File: src/rtl/fp_addsub_seq.sv
// Multi-cycle floating-point adder/subtractor: flush-to-zero inputs, guard/round/sticky
// alignment, one-bit-per-cycle normalisation and round-to-nearest-even.
module fp_addsub_seq #(
   parameter int EXP_W = 8,
   parameter int MAN_W = 23
) (
   input  logic                   clk,
   input  logic                   rst,
   input  logic                   start,
   input  logic                   op_sub,
   input  logic [EXP_W+MAN_W:0]   op1,
   input  logic [EXP_W+MAN_W:0]   op2,
   output logic                   busy,
   output logic                   done,
   output logic [EXP_W+MAN_W:0]   result,
   output logic                   overflow,
   output logic                   underflow,
   output logic                   invalid
);
   localparam int W  = 1 + EXP_W + MAN_W;
   localparam int AW = MAN_W + 3;   // hidden + fraction + guard + round
   localparam int XW = MAN_W + 4;   // AW + sticky

   typedef enum logic [2:0] {IDLE, ALIGN, ADD, NORM, ROUND, DONE} state_t;
   state_t state;

   logic [W-1:0]   a_r, b_r;
   logic           sign_r, zsign_r, sub_r, nan_r, zero_r, flush_r;
   logic [EXP_W:0] exp_r;
   logic [XW-1:0]  ma_r, mb_r, sum_r;

   logic [EXP_W-1:0] ea, eb, e_big, e_small, d;
   logic [MAN_W:0]   ma, mb, m_big, m_small;
   logic             swap, special, st;
   logic [2*AW-1:0]  wide;
   logic [AW-1:0]    sh;

   always_comb begin
      ea      = a_r[W-2:MAN_W];
      eb      = b_r[W-2:MAN_W];
      ma      = (ea == '0) ? '0 : {1'b1, a_r[MAN_W-1:0]};
      mb      = (eb == '0) ? '0 : {1'b1, b_r[MAN_W-1:0]};
      special = (&ea) | (&eb);
      swap    = {eb, mb} > {ea, ma};
      e_big   = swap ? eb : ea;
      e_small = swap ? ea : eb;
      m_big   = swap ? mb : ma;
      m_small = swap ? ma : mb;
      d       = e_big - e_small;
      // Bits falling off the low half of the double-width shift collapse into sticky.
      wide    = {m_small, 2'b00, {AW{1'b0}}} >> d;
      if (d >= EXP_W'(AW)) begin
         sh = '0;
         st = |m_small;
      end else begin
         sh = wide[2*AW-1:AW];
         st = |wide[AW-1:0];
      end
   end

   logic [XW:0] sum_w;

   always_comb begin
      sum_w = sub_r ? ({1'b0, ma_r} - {1'b0, mb_r})
                    : ({1'b0, ma_r} + {1'b0, mb_r});
   end

   logic [MAN_W:0]   mant;
   logic             rup;
   logic [MAN_W+1:0] rm;
   logic [EXP_W:0]   rexp;
   logic [MAN_W-1:0] rfrac;

   always_comb begin
      mant  = sum_r[XW-1:3];
      rup   = sum_r[2] & (sum_r[1] | sum_r[0] | mant[0]);
      rm    = {1'b0, mant} + (MAN_W+2)'(rup);
      rexp  = exp_r + (EXP_W+1)'(rm[MAN_W+1]);
      rfrac = rm[MAN_W+1] ? rm[MAN_W:1] : rm[MAN_W-1:0];
   end

   always_ff @(posedge clk) begin
      if (rst) begin
         state     <= IDLE;
         busy      <= 1'b0;
         done      <= 1'b0;
         result    <= '0;
         overflow  <= 1'b0;
         underflow <= 1'b0;
         invalid   <= 1'b0;
         a_r       <= '0;
         b_r       <= '0;
         sign_r    <= 1'b0;
         zsign_r   <= 1'b0;
         sub_r     <= 1'b0;
         nan_r     <= 1'b0;
         zero_r    <= 1'b0;
         flush_r   <= 1'b0;
         exp_r     <= '0;
         ma_r      <= '0;
         mb_r      <= '0;
         sum_r     <= '0;
      end else begin
         case (state)
            IDLE, DONE: begin
               done <= 1'b0;
               if (start) begin
                  a_r     <= op1;
                  b_r     <= {op2[W-1] ^ op_sub, op2[W-2:0]};
                  nan_r   <= 1'b0;
                  zero_r  <= 1'b0;
                  flush_r <= 1'b0;
                  busy    <= 1'b1;
                  state   <= ALIGN;
               end else begin
                  state   <= IDLE;
               end
            end
            ALIGN: begin
               sign_r  <= swap ? b_r[W-1] : a_r[W-1];
               zsign_r <= a_r[W-1] & b_r[W-1];
               sub_r   <= a_r[W-1] ^ b_r[W-1];
               exp_r   <= {1'b0, e_big};
               ma_r    <= {m_big, 3'b000};
               mb_r    <= {sh, st};
               nan_r   <= special;
               state   <= ADD;
            end
            ADD: begin
               // Special operands pass through here without touching the datapath.
               if (nan_r) begin
                  state <= ROUND;
               end else begin
                  if (sum_w[XW]) begin
                     sum_r <= {sum_w[XW:2], sum_w[1] | sum_w[0]};
                     exp_r <= exp_r + (EXP_W+1)'(1);
                  end else begin
                     sum_r <= sum_w[XW-1:0];
                  end
                  state <= NORM;
               end
            end
            NORM: begin
               if (sum_r == '0) begin
                  zero_r <= 1'b1;
                  state  <= ROUND;
               end else if (sum_r[XW-1]) begin
                  state  <= ROUND;
               end else if (exp_r <= (EXP_W+1)'(1)) begin
                  flush_r <= 1'b1;
                  state   <= ROUND;
               end else begin
                  sum_r <= {sum_r[XW-2:0], 1'b0};
                  exp_r <= exp_r - (EXP_W+1)'(1);
               end
            end
            ROUND: begin
               overflow  <= 1'b0;
               underflow <= 1'b0;
               invalid   <= 1'b0;
               if (nan_r) begin
                  result  <= {1'b0, {EXP_W{1'b1}}, 1'b1, {(MAN_W-1){1'b0}}};
                  invalid <= 1'b1;
               end else if (zero_r) begin
                  result  <= {zsign_r, {(W-1){1'b0}}};
               end else if (flush_r) begin
                  result    <= {sign_r, {(W-1){1'b0}}};
                  underflow <= 1'b1;
               end else if (rexp >= {1'b0, {EXP_W{1'b1}}}) begin
                  result   <= {sign_r, {EXP_W{1'b1}}, {MAN_W{1'b0}}};
                  overflow <= 1'b1;
               end else begin
                  result <= {sign_r, rexp[EXP_W-1:0], rfrac};
               end
               busy  <= 1'b0;
               done  <= 1'b1;
               state <= DONE;
            end
            default: state <= IDLE;
         endcase
      end
   end
endmodule

File: config.mk
export PLATFORM = sky130hd
export DESIGN_NAME = fp_addsub_seq
export DESIGN_NICKNAME = d
export VERILOG_FILES = /design/src/rtl/fp_addsub_seq.sv
export SDC_FILE = /design/constraint.sdc
export NUM_CORES = 1
export LEC_CHECK = 0
export CELL_PAD_IN_SITES_DETAIL_PLACEMENT = 1
export CELL_PAD_IN_SITES_GLOBAL_PLACEMENT = 2
export CORE_MARGIN = 2
export CORE_UTILIZATION = 30
export DETAILED_ROUTE_END_ITERATION = 10
export HOLD_SLACK_MARGIN = 0.1
export PLACE_DENSITY_LB_ADDON = 0.1
export SLEW_MARGIN = 30
export SYNTH_ARGS = -nofsm -noshare
export SYNTH_HDL_FRONTEND = slang
export SYNTH_SLANG_ARGS = --single-unit
File: constraint.sdc
create_clock -name clk -period 9.4 [get_ports clk]
set_input_delay 1.41 -clock clk [delete_from_list [all_inputs] [get_ports clk]]
set_output_delay 1.41 -clock clk [all_outputs]
set_load 0.005 [all_outputs]
==> run_results.csv, run 1 <==
group,metric,value,unit
run_status,status,"complete, no violations",
floorplanning,io_pins,105,
power_and_ir_drop,vdd.ir_drop.worst,0.0001525,V
cts,htree_num_levels,4,
power_and_ir_drop,leakage,6.375,nW
detailed_routing,wl,51720,microns
worst_setup_path,timing.critical_path.from,"b_r[27]",
final_layout,stdcell_area,16610,sq um
detailed_routing,drt-vias-per-instance,5.427,
floorplanning,initial_core_util,30.43,%
detailed_routing,firstDrtPassIters,5,
worst_setup_path,cp_slowest_stage_delay,0.75,ns
final_layout,drive_above_1_share,6.407,%
worst_setup_path,critPathTopFamily,"simple AND/OR/NAND/NOR gates",
detailed_routing,wire_per_inst,20.16,microns
detailed_routing,dr_total_vias,13930,
run,drv_cap,0,
floorplanning,fp-row-count,80,
cts,cts_resized,0,
sta,fin_crit,7.840,ns
yosys,synth_cells,1934,
floorplanning,dieArea,50320,sq um
floorplanning,core-area,47850,sq um
detailed_routing,dr.first_iter.drc_count,707,
place,placed_area,16030,sq um
sta,finalSetupTns,0,ns
cts,cts_root_buffer,"clkbuf_16",
worst_setup_path,reg2reg_slack,1.56,ns
detailed_routing,ant_nets,0,
worst_setup_path,critPathMaxFanout,28,
global_route,grt_usage,20.82,%
final_layout,antenna-diode-count,0,
yosys,postSynthAreaPerCell,7.529,sq um
worst_setup_path,crit_slowest_cell,"or4_1",
worst_setup_path,reg2regPathDepth,23,
worst_setup_path,end_kind,"flip-flop",
worst_setup_path,crit_type,"reg2reg",
yosys,ys_ff_latch,197,
final_layout,fin_nets,2097,
cts,clkTransAtPathRegs,0.08,ns
sta,period_share,83.40,%
final_layout,final_common_cell,"nand2_1",
global_route,grt.overflow.total,0,
detailed_routing,m1WireLength,26560,microns
cts,clk_latency,0.50,ns
global_route,grt_max_degree,100,
cts,clk_path_buf_depth,2,
sta,skew,0.01698,ns
floorplanning,die_w,224.3,microns
yosys,yosys.area.top_type_share,27.08,%
final_layout,mostFrequentLayoutCells,"nand2_1 (282), dfxtp_1 (197), a21oi_1 (191)",
worst_setup_path,cp.arrival,8.26,ns
power_and_ir_drop,cellPowerDensity,226.3,nW/um^2
worst_setup_path,crit_cells,23,
yosys,yosys_warnings,0,
worst_setup_path,r2r_end,"mb_r[26]",
floorplanning,die_h,224.3,microns
worst_setup_path,crit_path_start_kind,"flip-flop",
detailed_routing,top_layer,"met4",
yosys,yosysSeqAreaShare,27.08,%
cts,cts_tree,"yes",
sta,clock.fmax,127.6,MHz
yosys,synth_edf_count,0,
detailed_routing,wl_met2,23250,microns
cts,clock-sinks,197,
worst_setup_path,reg2reg_from,"b_r[27]",
global_route,grt_pass1_wl,81910,microns
final_layout,fillers,5804,
global_route,grt_pass1_vias,13860,
worst_setup_path,crit_buf_inv,3,
final_layout,syn_to_final_growth,14.05,%
place,finalWeightedCongestion,0.8526,
sta,tightest_slew,0.9583,ns
yosys,synthArstFlopShare,0,%
yosys,yosys-top-cells-area,"dfxtp_1 (27%), ha_1 (7.6%), nand2_1 (7.3%)",
cts,cts_setup_buffers,0,
place,io_buffer_count,104,
yosys,synthDistinctLibCells,86,
sta,setup_viol,0,
cts,holdBufCountCts,0,
yosys,synth_area,14560,sq um
yosys,ys.flop_type,"dfxtp_1",
place,hpwl,39980,microns
detailed_routing,wl_met3,1027,microns
yosys,syn_nets,2092,
worst_setup_path,critical_path.endpoint,"mb_r[26]",
detailed_routing,drc,0,
sta,rsz0062_at_grt,"no",
worst_setup_path,cp.required,9.82,ns
global_route,antenna_found_initial,0,
min_path,min_from,"a_r[0]",
sta,hold_violations,0,
yosys,synth_top_area_cell,"dfxtp_1",
sta,drv_slew,0,
worst_setup_path,cp_cell_sequence,"nor4_1 > and2_1 > clkinv_1 > buf_4 > nand2_1 > inv_1 > ha_1 > nand4_1 > nor4_1 > a21boi_0 > a211o_1 > a21o_2 > a21oi_1 > ha_1 > a221o_1 > or3_1 > and2_0 > nor2_1 > o31ai_1 > or4_1 > nor4_4 > a32oi_1 > nor2_1",
sta,slew-limit-headroom,36.11,%
cts,numCtsBuffers,17,
min_path,hold_path.class,"reg2reg",
metrics by stage:
step	hold slack (ns)	cells	worst slack [ns]	util, %	power [mW]
6_report	0.4523	2566	1.560	34.71	3.758
5_1_grt	0.4797	2566	0.9072	34.71	4.041
4_1_cts	0.4559	2566	1.536	34.70	3.807
3_5_place_dp	0.4453	2535	1.566	33.50	3.039
3_3_place_gp	0.4395	2535	1.811	33.47	3.014
2_1_floorplan	0.4317	1934	2.085	-	2.443
synth_stat cells (all sizes together) (15+ instances only):
master,number
a31oi,23
a221oi,17
nand2b,16
nand3,46
dfxtp,197
a22oi,27
mux2,16
and2,25
xor2,18
buf,24
nand2,284
o31ai,15
nor3,45
a21o,21
inv,97
xnor2,39
a211oi,55
mux2i,59
a21oi,193
or3,18
and3,18
ha,89
nand4,18
nor4,20
mux4,21
o21ai,79
o211ai,16
clkbuf,115
nor2,186
logic make-up after synthesis:
kind of cell	after synthesis	share of synthesized area [%]
AND/OR/NAND/NOR	710	22.21
AO/OA/AOI/OAI	546	24.48
buffers and inverters	238	6.367
flip-flops	197	27.08
multiplexers	96	8.541
adder cells (fa/ha/maj)	90	7.785
XOR/XNOR	57	3.532
worst min-delay path: cells and delay by family, from the launching register on:
family	cells	cell delay [ns]
AO/OA/AOI/OAI	1	0.05
flip-flops	1	0.31
AND/OR/NAND/NOR	1	0.05
sequential cells by signal, indices dropped and copies added, names as in the netlist:
register,count
zero_r,1
nan_r,1
mb_r,27
zsign_r,1
ma_r,24
result,32
b_r,32
sign_r,1
done,1
underflow,1
overflow,1
invalid,1
sum_r,27
sub_r,1
state,3
a_r,32
busy,1
flush_r,1
exp_r,9
report_power, final:
group | switching [mW] | leakage [nW] | internal [mW] | total (mW)
combinational | 1.27 | 4.49 | 0.708 | 1.97
sequential | 0.119 | 1.60 | 0.919 | 1.04
clock | 0.388 | 0.284 | 0.359 | 0.747
per-layer routing:
| layer | GRT usage [%] | up-vias |
|---|---|---|
| met5 | 0 | - |
| met4 | 6.110 | 0 |
| met3 | 2.234 | 36 |
| met2 | 32.62 | 142 |
| met1 | 30.09 | 6811 |
| li1 | - | 6937 |
final cells by class:
type	instances	area [sq um]	area share [%]
Multi-Input combinational cell	1499	9747	58.69
Clock buffer	18	439.2	2.644
Sequential cell	197	3944	23.75
Inverter	99	371.6	2.238
Timing Repair Buffer	125	1200	7.225
Tap cell	615	769.5	4.633
Clock inverter	13	136.4	0.8212
how the worst min path moves through the flow:
stage / depth (start not counted) / end
detailed placement: 2 / a_r[0]
floorplan: 2 / a_r[0]
global placement: 1 / result[2]
CTS: 2 / a_r[0]
global route: 2 / zsign_r
finish: 2 / a_r[0]
No activity file was read; power rests on OpenSTA's default activity.
==> run 2: changes to the inputs <==
==> constraint.sdc (replaced) <==
create_clock -name clk -period 6.8 [get_ports clk]
set_input_delay 1.02 -clock clk [delete_from_list [all_inputs] [get_ports clk]]
set_output_delay 1.02 -clock clk [all_outputs]
set_load 0.005 [all_outputs]
==> run_results.csv, run 2 (same netlist as run 1, synthesis figures left out) <==
group,metric,value,unit
global_route,grt.overflow.total,0,
detailed_routing,wire_per_inst,20.14,microns
worst_setup_path,cp.arrival,6.77,ns
sta,period_share,93.20,%
cts,cts_tree,"yes",
global_route,grt_max_degree,109,
worst_setup_path,critPathMaxFanout,15,
final_layout,final_common_cell,"nand2_1",
place,place_ws,0.2186,ns
sta,rsz0062_at_grt,"no",
global_route,grt_pass1_vias,13950,
global_route,grt_pass1_wl,81970,microns
floorplanning,io_pins,105,
cts,clk_latency,0.50,ns
final_layout,mostFrequentLayoutCells,"nand2_1 (283), dfxtp_1 (197), a21oi_1 (191)",
final_layout,fillers,5794,
floorplanning,fp-row-count,80,
detailed_routing,drc,0,
worst_setup_path,crit_type,"reg2reg",
min_path,hold_path.class,"reg2reg",
detailed_routing,firstDrtPassIters,5,
floorplanning,initial_core_util,30.43,%
cts,htree_num_levels,4,
sta,finalSetupTns,0,ns
sta,setup_viol,0,
cts,clock-sinks,197,
cts,clkTransAtPathRegs,0.08,ns
sta,skew,0.01573,ns
floorplanning,dieArea,50320,sq um
global_route,grt_usage,20.86,%
sta,clock.fmax,157.8,MHz
floorplanning,die_h,224.3,microns
final_layout,fin_nets,2124,
final_layout,antenna-diode-count,0,
floorplanning,core-area,47850,sq um
power_and_ir_drop,cellPowerDensity,318.9,nW/um^2
final_layout,syn_to_final_growth,15.85,%
place,finalWeightedCongestion,0.8328,
sta,worst_slack,0.4627,ns
worst_setup_path,cp.required,7.23,ns
sta,hold_violations,0,
sta,slew-limit-headroom,37.25,%
place,placed_area,16250,sq um
cts,cts_root_buffer,"clkbuf_16",
global_route,antenna_found_initial,0,
final_layout,stdcell_area,16870,sq um
detailed_routing,drt-vias-per-instance,5.429,
cts,cts_setup_buffers,0,
worst_setup_path,crit_path_start_kind,"flip-flop",
power_and_ir_drop,vdd.ir_drop.worst,0.0002025,V
floorplanning,die_w,224.3,microns
final_layout,drive_above_1_share,7.731,%
detailed_routing,dr_total_vias,14080,
place,io_buffer_count,104,
sta,tightest_slew,0.9340,ns
cts,numCtsBuffers,17,
cts,clk_path_buf_depth,2,
place,hpwl,40660,microns
power_and_ir_drop,leakage,6.523,nW
detailed_routing,ant_nets,0,
run,drv_cap,0,
sta,drv_slew,0,
detailed_routing,wl,52260,microns
final_layout,largestRegisters,"a_r: 32 flops, b_r: 32 flops, result: 32 flops",
sta,hold_ws,0.4615,ns
worst_setup_path,end_kind,"flip-flop",
run_status,status,"complete, no violations",
sta,fin_crit,6.337,ns
detailed_routing,dr.first_iter.drc_count,798,
==> run 2: cell count changes in the layout (fill, tap and decap cells not counted), sizes merged <==
cell      change
clkinv        -2
clkbuf        +1
buf          +27
clkinvlp      +2
inv           -1
bufinv        +1
==> run 2: routing by layer <==
metal	GRT usage, %	wire length [microns]	vias to the layer above
met1	29.65	26610	6941
met3	2.900	1103	28
li1	-	-	6989
met2	33.51	23990	125
met4	4.572	554	0
met5	0	0	-
==> run 2: path summary, 6_finish.rpt <==
| path | slack (ns) | startpoint | endpoint | depth (start not counted) |
|---|---|---|---|---|
| setup reg to reg | 0.46 | b_r[28] | mb_r[13] | 24 |
| setup / recovery | 0.46 | b_r[28] | mb_r[13] | 24 |
| hold reg to reg | 0.46 | b_r[5] | b_r[5] | 2 |
| hold / removal | 0.46 | b_r[5] | b_r[5] | 2 |
==> run 2: through the flow <==
step                utilization (%)  std cells  power (mW)
global placement              33.96       2562       4.300
global route                  35.26       2594       5.776
finish                        35.26       2594       5.380
floorplan                         -       1934       3.383
CTS                           35.23       2594       5.437
detailed placement            33.96       2562       4.327
==> run 2: report_power, final <==
group / switching, mW / total, mW / internal, mW / leakage (nW)
clock: 0.544 / 1.08 / 0.535 / 0.289
sequential: 0.166 / 1.44 / 1.27 / 1.60
combinational: 1.79 / 2.87 / 1.07 / 4.63
==> run 2: layout make-up <==
cell class                      count  area [sq um]  share of cell area [%]
Tap cell                          615         769.5                   4.561
Inverter                           99         372.9                   2.210
Clock buffer                       19         442.9                   2.626
Timing Repair Buffer              152          1428                   8.463
Sequential cell                   197          3944                   23.38
Multi-Input combinational cell   1499          9751                   57.80
Clock inverter                     13         162.7                  0.9642
==> run 2: what timing repair did <==
| item | in CTS | in global routing |
|---|---|---|
| resized for setup | 0 | 2 |
| endpoints found under the setup margin | 0 | 10 |
| hold buffers | 0 | 0 |
==> run 2: critical path, stage by stage, from the launching register on <==
cell      delay (ns)
dfxtp_1         0.36
nor4_1          0.34
and2_1          0.22
clkinv_2        0.20
nand2_1         0.18
inv_1           0.09
ha_1            0.31
nand4_1         0.17
nor4_1          0.31
buf_4           0.17
a21boi_0        0.29
a211o_2         0.29
a21o_2          0.34
a21oi_1         0.11
ha_1            0.20
a221o_1         0.31
o21a_1          0.21
o311a_1         0.34
o21ai_0         0.23
a21oi_1         0.14
or4_1           0.56
buf_4           0.21
or2_4           0.29
o32a_1          0.34
nor2_1          0.08
==> run 3: changes to the inputs <==
==> constraint.sdc (replaced) <==
create_clock -name clk -period 8.05 [get_ports clk]
set_input_delay 1.2075 -clock clk [delete_from_list [all_inputs] [get_ports clk]]
set_output_delay 1.2075 -clock clk [all_outputs]
set_load 0.005 [all_outputs]
==> run_results.csv, run 3 (same netlist as run 1, synthesis figures left out) <==
group,metric,value,unit
floorplanning,die_h,224.3,microns
worst_setup_path,cp_cell_sequence,"nor4_1 > and2_1 > clkinv_1 > nand2_1 > inv_1 > ha_1 > nand4_1 > nor4_1 > nand3_1 > and2_1 > a2111oi_2 > a21oi_1 > ha_1 > a221o_1 > o21ai_1 > nand2_1 > buf_4 > mux4_2 > and2_1 > a211oi_1 > o31ai_1 > o311a_1 > o41ai_1",
sta,drv_slew,0,
worst_setup_path,reg2reg_from,"b_r[27]",
worst_setup_path,end_kind,"flip-flop",
sta,finalSetupTns,0,ns
final_layout,instances_no_fill,2578,
detailed_routing,dr.first_iter.drc_count,707,
cts,cts_resized,0,
detailed_routing,ant_nets,0,
detailed_routing,wl,51940,microns
min_path,min_from,"a_r[15]",
final_layout,fin_nets,2107,
place,place_ws,0.7271,ns
power_and_ir_drop,clkPwrFrac,20.1,%
cts,cts_tree,"yes",
place,finalWeightedCongestion,0.8619,
power_and_ir_drop,power.total,4.451,mW
final_layout,finish.utilization,34.90,%
floorplanning,fp-row-count,80,
worst_setup_path,critPathMaxFanout,16,
sta,slew-limit-headroom,38.69,%
global_route,grt_pass1_wl,81580,microns
worst_setup_path,cp_slowest_stage_delay,0.72,ns
detailed_routing,wire_per_inst,20.15,microns
power_and_ir_drop,internal_power,2.380,mW
power_and_ir_drop,leakage,6.439,nW
power_and_ir_drop,cellPowerDensity,266.6,nW/um^2
min_path,hold_path_depth,2,
cts,clkTransAtPathRegs,0.08,ns
worst_setup_path,cpMostUsedCell,"and2_1",
power_and_ir_drop,p_comb_share,52.5,%
worst_setup_path,crit_type,"reg2reg",
detailed_routing,firstDrtPassIters,5,
final_layout,final_common_cell,"nand2_1",
final_layout,drive_above_1_share,6.881,%
final_layout,syn_to_final_growth,14.68,%
sta,tightest_slew,0.9196,ns
place,hpwl,40390,microns
detailed_routing,drc,0,
sta,skew,0.01604,ns
place,dpl.cell_count,2545,
global_route,grt_pass1_vias,14030,
global_route,grt.overflow.total,0,
power_and_ir_drop,p_sw,2.071,mW
cts,cts_root_buffer,"clkbuf_16",
worst_setup_path,r2r_end,"mb_r[0]",
worst_setup_path,cp.required,8.42,ns
cts,cts_setup_buffers,0,
worst_setup_path,cp.arrival,7.70,ns
floorplanning,die_w,224.3,microns
floorplanning,io_pins,105,
global_route,antenna_found_initial,1,
sta,rsz0062_at_grt,"no",
place,placed_area,16090,sq um
cts,holdBufCountCts,0,
sta,fin_crit,7.324,ns
floorplanning,core-area,47850,sq um
final_layout,fillers,5842,
global_route,grt_usage,20.75,%
detailed_routing,dr_total_vias,14140,
sta,worst_slack,0.7256,ns
min_path,hold_end,"a_r[15]",
detailed_routing,drt-vias-per-instance,5.483,
worst_setup_path,crit_path_start_kind,"flip-flop",
sta,clock.fmax,136.5,MHz
cts,clock-sinks,197,
sta,setup_viol,0,
sta,hold_violations,0,
sta,hold_ws,0.4594,ns
final_layout,mostFrequentLayoutCells,"nand2_1 (283), dfxtp_1 (197), a21oi_1 (191)",
cts,clk_latency,0.49,ns
min_path,hold_path.class,"reg2reg",
power_and_ir_drop,p_sw_share,46.53,%
run,drv_cap,0,
power_and_ir_drop,vdd.ir_drop.worst,0.0002106,V
cts,numCtsBuffers,17,
worst_setup_path,crit_slowest_cell,"nor4_1",
sta,period_share,90.99,%
global_route,grt_max_degree,101,
final_layout,largestRegisters,"a_r: 32 flops, b_r: 32 flops, result: 32 flops",
final_layout,stdcell_area,16700,sq um
place,io_buffer_count,104,
floorplanning,dieArea,50320,sq um
worst_setup_path,reg2reg_slack,0.73,ns
worst_setup_path,reg2regPathDepth,23,
cts,htree_num_levels,4,
power_and_ir_drop,p_seq_share,27.4,%
run_status,status,"complete, no violations",
floorplanning,initial_core_util,30.43,%
cts,clk_path_buf_depth,2,
==> run 3: area by class of cell <==
cell class	instances	area [sq um]	area share (%)
diodes	1	2.502	0.01499
clock buffers	18	439.2	2.630
clock inverters	14	158.9	0.9516
inverters	99	371.6	2.225
multi-input cells	1499	9738	58.32
flip-flops and latches	197	3944	23.62
well taps	615	769.5	4.608
repair buffers	135	1275	7.635
==> run 3: how the worst max path moves through the flow <==
stage | slack, ns | start | endpoint | depth (start not counted)
global route | 0.17 | b_r[27] | mb_r[0] | 23
finish | 0.73 | b_r[27] | mb_r[0] | 23
CTS | 0.69 | b_r[27] | mb_r[0] | 23
detailed placement | 0.73 | b_r[27] | mb_r[0] | 23
floorplan | 0.74 | b_r[24] | mb_r[2] | 30
global placement | 0.88 | b_r[27] | mb_r[26] | 23
==> run 3: critical path: cells and delay by family (launching register included) <==
kind	cells	cell delay (ns)
muxes	1	0.32
buffers and inverters	3	0.80
adders and majority gates	2	0.52
DFF	1	0.38
AOI/OAI and AO/OA	8	2.18
and+or+nand+nor	9	2.98
==> run 3: power by group through the flow <==
stage,Sequential [mW],Combinational (mW),Clock (mW)
after floorplan,1.16,1.69,0
after global placement,1.24,2.32,0
after detailed placement,1.24,2.34,0
after CTS,1.22,2.35,0.932
after global routing,1.24,2.58,0.968
final,1.22,2.34,0.895
==> run 3: layer usage <==
layer | up-vias | routed length (microns) | track usage, %
met4 | 0 | 870 | 6.238
met2 | 182 | 23650 | 32.99
met1 | 6948 | 26030 | 29.40
li1 | 6966 | - | -
met3 | 39 | 1387 | 2.456
met5 | - | 0 | 0
